--- src/rtl/spi_slave_frame_monitor.sv ---
// spi_slave_frame_monitor
// Slave-side SPI bus monitor. It oversamples sclk/cs/mosi0/miso0 in the pclk
// domain and deserialises MOSI and MISO into DATA_WIDTH-bit words. All four
// CPOL/CPHA modes are supported, MSB- or LSB-first. Completed word pairs are
// buffered in a FIFO that drains through a valid/ready port. The monitor
// flags frames that end on a partial word and words dropped on FIFO overflow.
//
// Ports
//   pclk, areset          system clock, synchronous active-high reset
//   cfg_en                monitor enable, sampled only while idle
//   cfg_cpol/cfg_cpha     SPI mode, latched at cs fall
//   cfg_msb_first         bit order, latched at cs fall
//   sclk, cs, mosi0, miso0  raw SPI bus (asynchronous to pclk)
//   out_valid/out_ready   FIFO drain handshake
//   out_mosi/out_miso     head word pair
//   out_first             head word was the first word after a cs fall
//   fifo_level            FIFO occupancy
//   frame_err/err_bits    pulse and bit count when cs rises mid-word
//   overflow/overflow_clr sticky word-dropped flag and its clear
module spi_slave_frame_monitor #(
  parameter int DATA_WIDTH  = 8,
  parameter int FIFO_DEPTH  = 4,
  parameter int SYNC_STAGES = 2
) (
  input  logic                          pclk,
  input  logic                          areset,
  input  logic                          cfg_en,
  input  logic                          cfg_cpol,
  input  logic                          cfg_cpha,
  input  logic                          cfg_msb_first,
  input  logic                          sclk,
  input  logic                          cs,
  input  logic                          mosi0,
  input  logic                          miso0,
  output logic                          out_valid,
  input  logic                          out_ready,
  output logic [DATA_WIDTH-1:0]         out_mosi,
  output logic [DATA_WIDTH-1:0]         out_miso,
  output logic                          out_first,
  output logic [$clog2(FIFO_DEPTH):0]   fifo_level,
  output logic                          frame_err,
  output logic [$clog2(DATA_WIDTH)-1:0] err_bits,
  output logic                          overflow,
  input  logic                          overflow_clr
);

  localparam int CW = $clog2(DATA_WIDTH);
  localparam int AW = $clog2(FIFO_DEPTH);
  localparam int LW = AW + 1;
  localparam int EW = 2 * DATA_WIDTH + 1;

  typedef enum logic [1:0] {WAIT_IDLE, IDLE, ACTIVE} state_t;

  // ---------------------------------------------------------------- sync
  // cs synchroniser resets low: a reset taken while cs is held low must not
  // see a fake cs fall, so WAIT_IDLE waits for a genuine high level first.
  logic [SYNC_STAGES-1:0] sclk_sync, cs_sync, mosi_sync, miso_sync;
  logic                   sclk_hist, cs_hist;

  always_ff @(posedge pclk) begin
    if (areset) begin
      sclk_sync <= '0;
      cs_sync   <= '0;
      sclk_hist <= 1'b0;
      cs_hist   <= 1'b0;
    end else begin
      sclk_sync <= {sclk_sync[SYNC_STAGES-2:0], sclk};
      cs_sync   <= {cs_sync[SYNC_STAGES-2:0], cs};
      sclk_hist <= sclk_sync[SYNC_STAGES-1];
      cs_hist   <= cs_sync[SYNC_STAGES-1];
    end
  end

  always_ff @(posedge pclk) begin
    mosi_sync <= {mosi_sync[SYNC_STAGES-2:0], mosi0};
    miso_sync <= {miso_sync[SYNC_STAGES-2:0], miso0};
  end

  logic sclk_s, cs_s, mosi_s, miso_s;
  logic sclk_rise, sclk_fall, cs_rise, cs_fall;

  assign sclk_s    = sclk_sync[SYNC_STAGES-1];
  assign cs_s      = cs_sync[SYNC_STAGES-1];
  assign mosi_s    = mosi_sync[SYNC_STAGES-1];
  assign miso_s    = miso_sync[SYNC_STAGES-1];
  assign sclk_rise = sclk_s & ~sclk_hist;
  assign sclk_fall = ~sclk_s & sclk_hist;
  assign cs_rise   = cs_s & ~cs_hist;
  assign cs_fall   = ~cs_s & cs_hist;

  // ---------------------------------------------------------------- frame FSM
  state_t                  state, state_nxt;
  logic [CW-1:0]           bit_cnt, bit_cnt_nxt;
  logic                    first_pend, first_pend_nxt;
  logic                    cpol_l, cpha_l, msb_l;
  logic                    cpol_nxt, cpha_nxt, msb_nxt;
  logic [DATA_WIDTH-1:0]   sr_mosi, sr_miso, sr_mosi_nxt, sr_miso_nxt;
  logic                    frame_err_nxt;
  logic [CW-1:0]           err_bits_nxt;
  logic                    push, samp_edge;
  logic [EW-1:0]           push_word;

  // Modes 0 and 3 sample on the rising edge, modes 1 and 2 on the falling.
  assign samp_edge = (cpol_l == cpha_l) ? sclk_rise : sclk_fall;

  always_comb begin
    state_nxt      = state;
    bit_cnt_nxt    = bit_cnt;
    first_pend_nxt = first_pend;
    cpol_nxt       = cpol_l;
    cpha_nxt       = cpha_l;
    msb_nxt        = msb_l;
    sr_mosi_nxt    = sr_mosi;
    sr_miso_nxt    = sr_miso;
    frame_err_nxt  = 1'b0;
    err_bits_nxt   = err_bits;
    push           = 1'b0;
    case (state)
      WAIT_IDLE: begin
        if (cs_s) state_nxt = IDLE;
      end
      IDLE: begin
        if (cs_fall) begin
          if (cfg_en) begin
            cpol_nxt       = cfg_cpol;
            cpha_nxt       = cfg_cpha;
            msb_nxt        = cfg_msb_first;
            bit_cnt_nxt    = '0;
            first_pend_nxt = 1'b1;
            state_nxt      = ACTIVE;
          end else begin
            state_nxt = WAIT_IDLE;
          end
        end
      end
      ACTIVE: begin
        // The bit is taken before a coincident cs rise is evaluated, so a
        // last bit and cs rise in the same cycle still complete the word.
        if (samp_edge) begin
          if (msb_l) begin
            sr_mosi_nxt = {sr_mosi[DATA_WIDTH-2:0], mosi_s};
            sr_miso_nxt = {sr_miso[DATA_WIDTH-2:0], miso_s};
          end else begin
            sr_mosi_nxt = {mosi_s, sr_mosi[DATA_WIDTH-1:1]};
            sr_miso_nxt = {miso_s, sr_miso[DATA_WIDTH-1:1]};
          end
          if (bit_cnt == CW'(DATA_WIDTH - 1)) begin
            push           = 1'b1;
            bit_cnt_nxt    = '0;
            first_pend_nxt = 1'b0;
          end else begin
            bit_cnt_nxt = bit_cnt + CW'(1);
          end
        end
        if (cs_rise) begin
          state_nxt = IDLE;
          if (bit_cnt_nxt != '0) begin
            frame_err_nxt = 1'b1;
            err_bits_nxt  = bit_cnt_nxt;
          end
        end
      end
      default: state_nxt = WAIT_IDLE;
    endcase
  end

  assign push_word = {sr_mosi_nxt, sr_miso_nxt, first_pend};

  always_ff @(posedge pclk) begin
    if (areset) begin
      state      <= WAIT_IDLE;
      bit_cnt    <= '0;
      first_pend <= 1'b0;
      cpol_l     <= 1'b0;
      cpha_l     <= 1'b0;
      msb_l      <= 1'b0;
      frame_err  <= 1'b0;
      err_bits   <= '0;
    end else begin
      state      <= state_nxt;
      bit_cnt    <= bit_cnt_nxt;
      first_pend <= first_pend_nxt;
      cpol_l     <= cpol_nxt;
      cpha_l     <= cpha_nxt;
      msb_l      <= msb_nxt;
      frame_err  <= frame_err_nxt;
      err_bits   <= err_bits_nxt;
    end
  end

  always_ff @(posedge pclk) begin
    sr_mosi <= sr_mosi_nxt;
    sr_miso <= sr_miso_nxt;
  end

  // ---------------------------------------------------------------- FIFO
  logic [EW-1:0] mem [FIFO_DEPTH];
  logic [AW-1:0] rd_ptr, wr_ptr, rd_ptr_nxt, wr_ptr_nxt;
  logic [LW-1:0] level_nxt;
  logic          pop, full, wr_en, ovf_set;
  logic [EW-1:0] head_nxt;

  assign out_valid  = (fifo_level != '0);
  assign pop        = out_valid & out_ready;
  assign full       = (fifo_level == LW'(FIFO_DEPTH));
  // A pop in the same cycle frees the head slot, so a full FIFO still accepts.
  assign wr_en      = push & (~full | pop);
  assign ovf_set    = push & full & ~pop;
  assign rd_ptr_nxt = pop ? rd_ptr + AW'(1) : rd_ptr;
  assign wr_ptr_nxt = wr_en ? wr_ptr + AW'(1) : wr_ptr;
  assign level_nxt  = fifo_level + LW'(wr_en) - LW'(pop);

  // The next head is the word being written when the FIFO is (or becomes)
  // otherwise empty; the outputs register it so out_* line up with out_valid.
  always_comb begin
    head_nxt = mem[rd_ptr_nxt];
    if (wr_en && (rd_ptr_nxt == wr_ptr)) head_nxt = push_word;
  end

  always_ff @(posedge pclk) begin
    if (wr_en) mem[wr_ptr] <= push_word;
  end

  always_ff @(posedge pclk) begin
    if (areset) begin
      rd_ptr     <= '0;
      wr_ptr     <= '0;
      fifo_level <= '0;
      overflow   <= 1'b0;
      out_mosi   <= '0;
      out_miso   <= '0;
      out_first  <= 1'b0;
    end else begin
      rd_ptr     <= rd_ptr_nxt;
      wr_ptr     <= wr_ptr_nxt;
      fifo_level <= level_nxt;
      if (ovf_set)           overflow <= 1'b1;
      else if (overflow_clr) overflow <= 1'b0;
      if (level_nxt != '0) {out_mosi, out_miso, out_first} <= head_nxt;
    end
  end

endmodule

--- config.mk ---
export PLATFORM = sky130hd
export DESIGN_NAME = spi_slave_frame_monitor
export DESIGN_NICKNAME = d
export VERILOG_FILES = /design/src/rtl/spi_slave_frame_monitor.sv
export SDC_FILE = /design/constraint.sdc
export NUM_CORES = 1
export LEC_CHECK = 0
export CAP_MARGIN = 20
export CORE_MARGIN = 8
export CORE_UTILIZATION = 40
export DETAILED_ROUTE_END_ITERATION = 6
export GPL_TIMING_DRIVEN = 0
export MAX_ROUTING_LAYER = met4
export PLACE_DENSITY = 0.55
export RECOVER_POWER = 25
export SYNTH_ARGS = -nofsm -noshare
export SYNTH_HDL_FRONTEND = slang
export SYNTH_SLANG_ARGS = --single-unit
--- constraint.sdc ---
create_clock -name pclk -period 4.7 [get_ports pclk]
set_input_delay 0.94 -clock pclk [delete_from_list [all_inputs] [get_ports pclk]]
set_output_delay 0.94 -clock pclk [all_outputs]
set_load 0.005 [all_outputs]
* Word level (Yosys, flattened, before mapping) *
Memory sizes are Yosys's and may differ from the RTL's. A register that Yosys moved wholly into a read port is not among the register bits.
Index checks and enable logic that the tools add are counted.

word-level totals
  flip-flop bits (word level) = 47
  latch bits = 0
  RAM bits = 68
  memory bits (read-only) = 0
  output and inout port bits = 26
  logic and storage cells = 98
  memories = 1

operators by class
  add/subtract/negate cells = 5
  multiply operators = 0
  divide/modulo/power cells = 0
  order comparisons = 0
  equality and inequality tests = 11
  shifts and indexed selects = 0
  mux-type cells = 32
  bitwise operators = 17
  reduce and logical (&&, ||, !) cells = 12

memories
  name  words  bits a word  read ports  clocked after Yosys merged registers in  write ports  line  source
  mem   4      17           1           1                                        1            197   logic [EW-1:0] mem [FIFO_DEPTH];

operator list
  cell                 count
  $mux 8               6
  $mux 3               5
  $mux 1               13
  $ne 2x2->1 const B   6
  $reduce_and 3->1     4
  $mux 2               5
  $reduce_bool 3->1    3
  $and 1x1->1          8
  $not 1->1            8
  $eq 3x3->1 const B   2
  $pmux 2 s3           1
  $pmux 3 s2           1
  $reduce_and 5->1     1
  $add 2x1->2 const B  2
  $reduce_bool 2->1    2
  $add 3x1->3          1
  $add 3x1->3 const B  1
  $reduce_or 3->1      1
  $sub 3x1->3          1
  $eq 2x1->1 const B   1
  $eq 2x2->1 const B   1
  $logic_not 2->1      1
  $pmux 1 s2           1
  $eq 1x1->1           1
  $or 1x1->1           1

* Longest topological paths before layout *
  depth after elaboration = 9
  depth in mapped cells = 16
  gate-level depth less buffers = 15

* Worst setup path after synthesis *
Ideal clock, no wire load.

  path kind = input-to-reg
  from = input out_ready
  to = register out_miso[2], read port of mem
  setup time = 122 ps
  arrival time = 3998 ps
  data required time = 4578 ps
  setup slack = 581 ps
  cell stages on the path = 15
  path buffers = 2
  cell sequence = or4b_2 > nand2_1 > nor2_4 > inv_1 > ha_1 > inv_1 > ha_1 > fa_1 > xnor3_1 > or3_1 > nor2b_1 > and2_4 > buf_6 > buf_6 > a221o_1

on the way
  cells in the longest elaborated chain, start to end = 6

ends and longest elaborated chain
  item               line  source
  from (decl)        36    input logic out_ready,
  $and 1x1->1 *      204   assign pop = out_valid & out_ready;
  $or 1x1->1         207   assign wr_en = push & (~full | pop);
  $and 1x1->1        207
  $add 3x1->3        211   assign level_nxt = fifo_level + LW'(wr_en) - LW'(pop);
  $sub 3x1->3        211
  $reduce_bool 3->1  239   if (level_nxt != '0) {out_mosi, out_miso, out_first} <= head_nxt;
  to (decl)          38    output logic [DATA_WIDTH-1:0] out_miso,

Mark *: on every way between the ends. The rest lies on a longest branch, timed or not.
A chain may end at the register's enable or synchronous reset.

* Worst setup path in the final report *
  from = input out_ready
  to = register out_mosi[0], read port of mem

on the way
  cells in the longest elaborated chain, start to end = 6

ends and longest elaborated chain
  item               line  source
  $and 1x1->1 *      204
  $or 1x1->1         207
  $and 1x1->1        207
  $add 3x1->3        211
  $sub 3x1->3        211
  $reduce_bool 3->1  239
  to (decl)          37    output logic [DATA_WIDTH-1:0] out_mosi,

Marked as above.

==> flow_summary.toml <==
[finish]
post-route-util_pct = 48.45
fill_cells = 1297
final_layout_size_suffix_gt1_share_pct = 10.32
insertedDiodeCount = 0
stdcell_count = 746
areaGrowthSynthToFinish_pct = 19.78
num-nets-final = 570

[run_status]
status = "finished clean"

[power_and_ir_drop]
p_seq_share_pct = 37.2
p_int_mw = 2.468
vdd_drop_max_mv = 0.2747
p_leak_nw = 2.384
swShare_pct = 31.22
p_per_area_nw_per_um2 = 515.5
clockPowerShare_pct = 34.1
p_total_mw = 3.589
switchingPower_mw = 1.121
power_frac_comb_pct = 28.6

[cts]
clock-sinks = 132
clk_latency_ns = 0.41
clk_pin_slew_worst_paths_ns = 0.06
cts_made_buffers = 17
root_buffer = "clkbuf_16"
cts_tree = "done"
cts_max_level = 4
clock_path_buffers = 2

[synth]
synth_commonest_cells = "edfxtp_1 (68), dfxtp_1 (64), mux2i_1 (57)"
synth.most_common_cell = "edfxtp_1"
synthArstFlopShare_pct = 0
synth_edf_count = 68
synthCells = 493
synth.avg_cell_area_um2 = 11.79
synth_area_um2 = 5812
synth_top_area_share_pct = 35.13
synthFlopType = "edfxtp_1"
seq_area_frac_synth_pct = 57.18
ys_warn_count = 0
ys_ff_latch = 132
netlist_top_cells_area = "edfxtp_1 (35%), dfxtp_1 (22%), mux2i_1 (9.8%), o311ai_0 (4.8%), nand2_1 (3.4%)"
yosysTopAreaCell = "edfxtp_1"
yosys.cell_types.count = 44
syn_nets = 514

[die]
start_util_pct = 40.45
die_y_um = 136.5
die_w_um = 136.5
dieArea_um2 = 18640
io_pins = 38
placeableCoreArea_um2 = 14370
num_rows = 44

[place]
dpl.cell_count = 714
dp_hpwl_um = 9924
gp_congestion = 0.7623
portBuffers = 37

[sta]
finalHoldViolations = 0
fin_setup_tns_ns = 0
worst_slew_pin_slew_ns = 1.066
slew_viol_final = 0
grt_setup_unrepaired = "no"
finalSetupViolCount = 0
min_period_over_period_pct = 94.57
timing.hold.ws_ns = 0.3251
fmax_mhz = 225.0
maxSlewHeadroom_pct = 28.93
fin_crit_ns = 4.445
skew_ns = 0.005330

[global_route]
grt_pass1_vias = 4173
grt_max_degree = 18
grt_pass1_wl_um = 23270
grt_util_met3_pct = 5.286
use_met2_pct = 26.21
grt_use_met1_pct = 20.86
antenna_found_initial = 0
busiest_layer = "met2"
grt_usage_pct = 17.23
grt-ovfl-total = 0

[critical_path]
path_class = "primary input to flop"
cp-start-kind = "primary input"
cpMaxStageDelayCell = "or4b_2"
crit_buf_inv = 4
crit_path_max_incr_delay_ns = 0.66
cp_top_family = "simple AND/OR/NAND/NOR gates"
crit_arrival_ns = 4.75
path_cells = "clkdlybuf4s50_1, or4b_2, nand2_1, nor2_4, inv_1, ha_1, inv_1, ha_1, fa_1, xnor3_1, or3_1, nor2b_1, o211ai_2, buf_6, nor2b_1, a221o_1"
path_max_fanout = 10
cp_data_required_time_ns = 5.00
endpoint_kind = "flop"

[routing]
totalWireLength_um = 15100
drc = 0
vias = 4257
drtAntennaViolNets = 0
routed_via_density = 5.706
drtIter0Drc = 336
first_pass_iters = 6
wire_per_inst_um = 20.24

[flow_run]
cap_viol_max_count = 0

[hold_path]
worstHoldPathType = "flop to flop"
==> power by group through the flow <==
stage               Combinational, mW  Clock [mW]  Sequential [mW]
floorplan                       0.645           0             1.36
global placement                 1.03           0             1.36
detailed placement               1.05           0             1.36
CTS                              1.06        1.25             1.34
global route                     1.10        1.30             1.34
finish                           1.03        1.23             1.34
==> what timing repair did <==
item                                    in CTS  in global routing
resized for setup                            1                  2
buffers inserted                             0                  0
pin swaps                                    0                  0
endpoints found under the hold margin        0                  0
gates cloned                                 0                  0
endpoints found under the setup margin      10                 10
hold buffers                                 0                  0
==> cell usage in the layout, fill, tap and decap left out, types with 12 or more instances in the layout <==
cell            n
dlygate4sd3_1  28
clkbuf_16      17
o22ai_1        16
nand2_1        53
clkbuf_1       18
o21ai_0        22
o311ai_0       32
a21oi_1        24
edfxtp_1       68
a221o_1        16
mux2i_1        57
nor2b_1        27
inv_1          12
nor2_1         17
dfxtp_1        64
==> cells by family (layout without fill, tap and decap cells) <==
kind of cell / Yosys count / count (layout) / share of synthesized area [%]
and+or+nand+nor: 122 / 122 / 10.85
adders and majority gates: 9 / 9 / 2.067
DFF: 132 / 132 / 57.18
muxes: 59 / 59 / 10.59
AOI/OAI and AO/OA: 120 / 120 / 14.73
xor gates and xnor gates: 5 / 5 / 0.9904
buffers and inverters: 46 / 115 / 3.595
==> per-stage QoR <==
stage	worst slack [ns]	cell area [µm²]
after global routing	0.1439	6962
final	0.2553	6962
after CTS	0.02085	6968
after global placement	-0.5453	6412
after floorplan	0.5806	5812
after detailed placement	-0.6145	6412
==> path summary, 6_finish.rpt <==
path,end,depth (start not counted),slack [ns],start
min reg2reg,mosi_sync[1]$_DFF_P_,0,0.33,mosi_sync[0]$_DFF_P_
min,mosi_sync[1]$_DFF_P_,0,0.33,mosi_sync[0]$_DFF_P_
max reg2reg,out_mosi[0]$_SDFFE_PP0P_,15,0.48,cpha_l$_SDFFE_PP0P_
max,out_mosi[0]$_SDFFE_PP0P_,16,0.26,out_ready
==> layout make-up <==
| cell class | count | area (µm²) | share of cell area [%] |
|---|---|---|---|
| repair buffers | 37 | 370.4 | 5.320 |
| clock buffers | 18 | 439.2 | 6.308 |
| flip-flops and latches | 132 | 3323 | 47.74 |
| inverters | 14 | 55.05 | 0.7908 |
| well taps | 184 | 230.2 | 3.307 |
| multi-input cells | 315 | 2275 | 32.67 |
| clock inverters | 14 | 113.9 | 1.636 |
| plain buffers | 32 | 155.1 | 2.229 |
==> sequential cells by signal (all words and copies together), names as in the netlist, 2 cells and up <==
signal and flops:
cs_sync 2, rd_ptr 2, sr_miso 8, sclk_sync 2, miso_sync 2, out_miso 8
state 2, sr_mosi 8, out_mosi 8, wr_ptr 2, mem 68, bit_cnt 3
fifo_level 3, err_bits 3, mosi_sync 2
==> worst reg2reg max path, delay by kind of cell (launching register included) <==
family,cells,cell delay [ns]
mux,1,0.72
xor+xnor,2,0.76
flops,1,0.31
compound gates,2,0.48
simple gates,4,0.79
buf+inv,3,0.39
fa+ha+maj,3,0.67
==> layer usage <==
metal | part of all wire (%) | up-vias
li1 | - | 1975
met1 | 44 | 2097
met2 | 48 | 156
met3 | 6.8 | 29
met4 | 1.9 | 0
met5 | 0 | -
(Power assumes the default switching activity.)
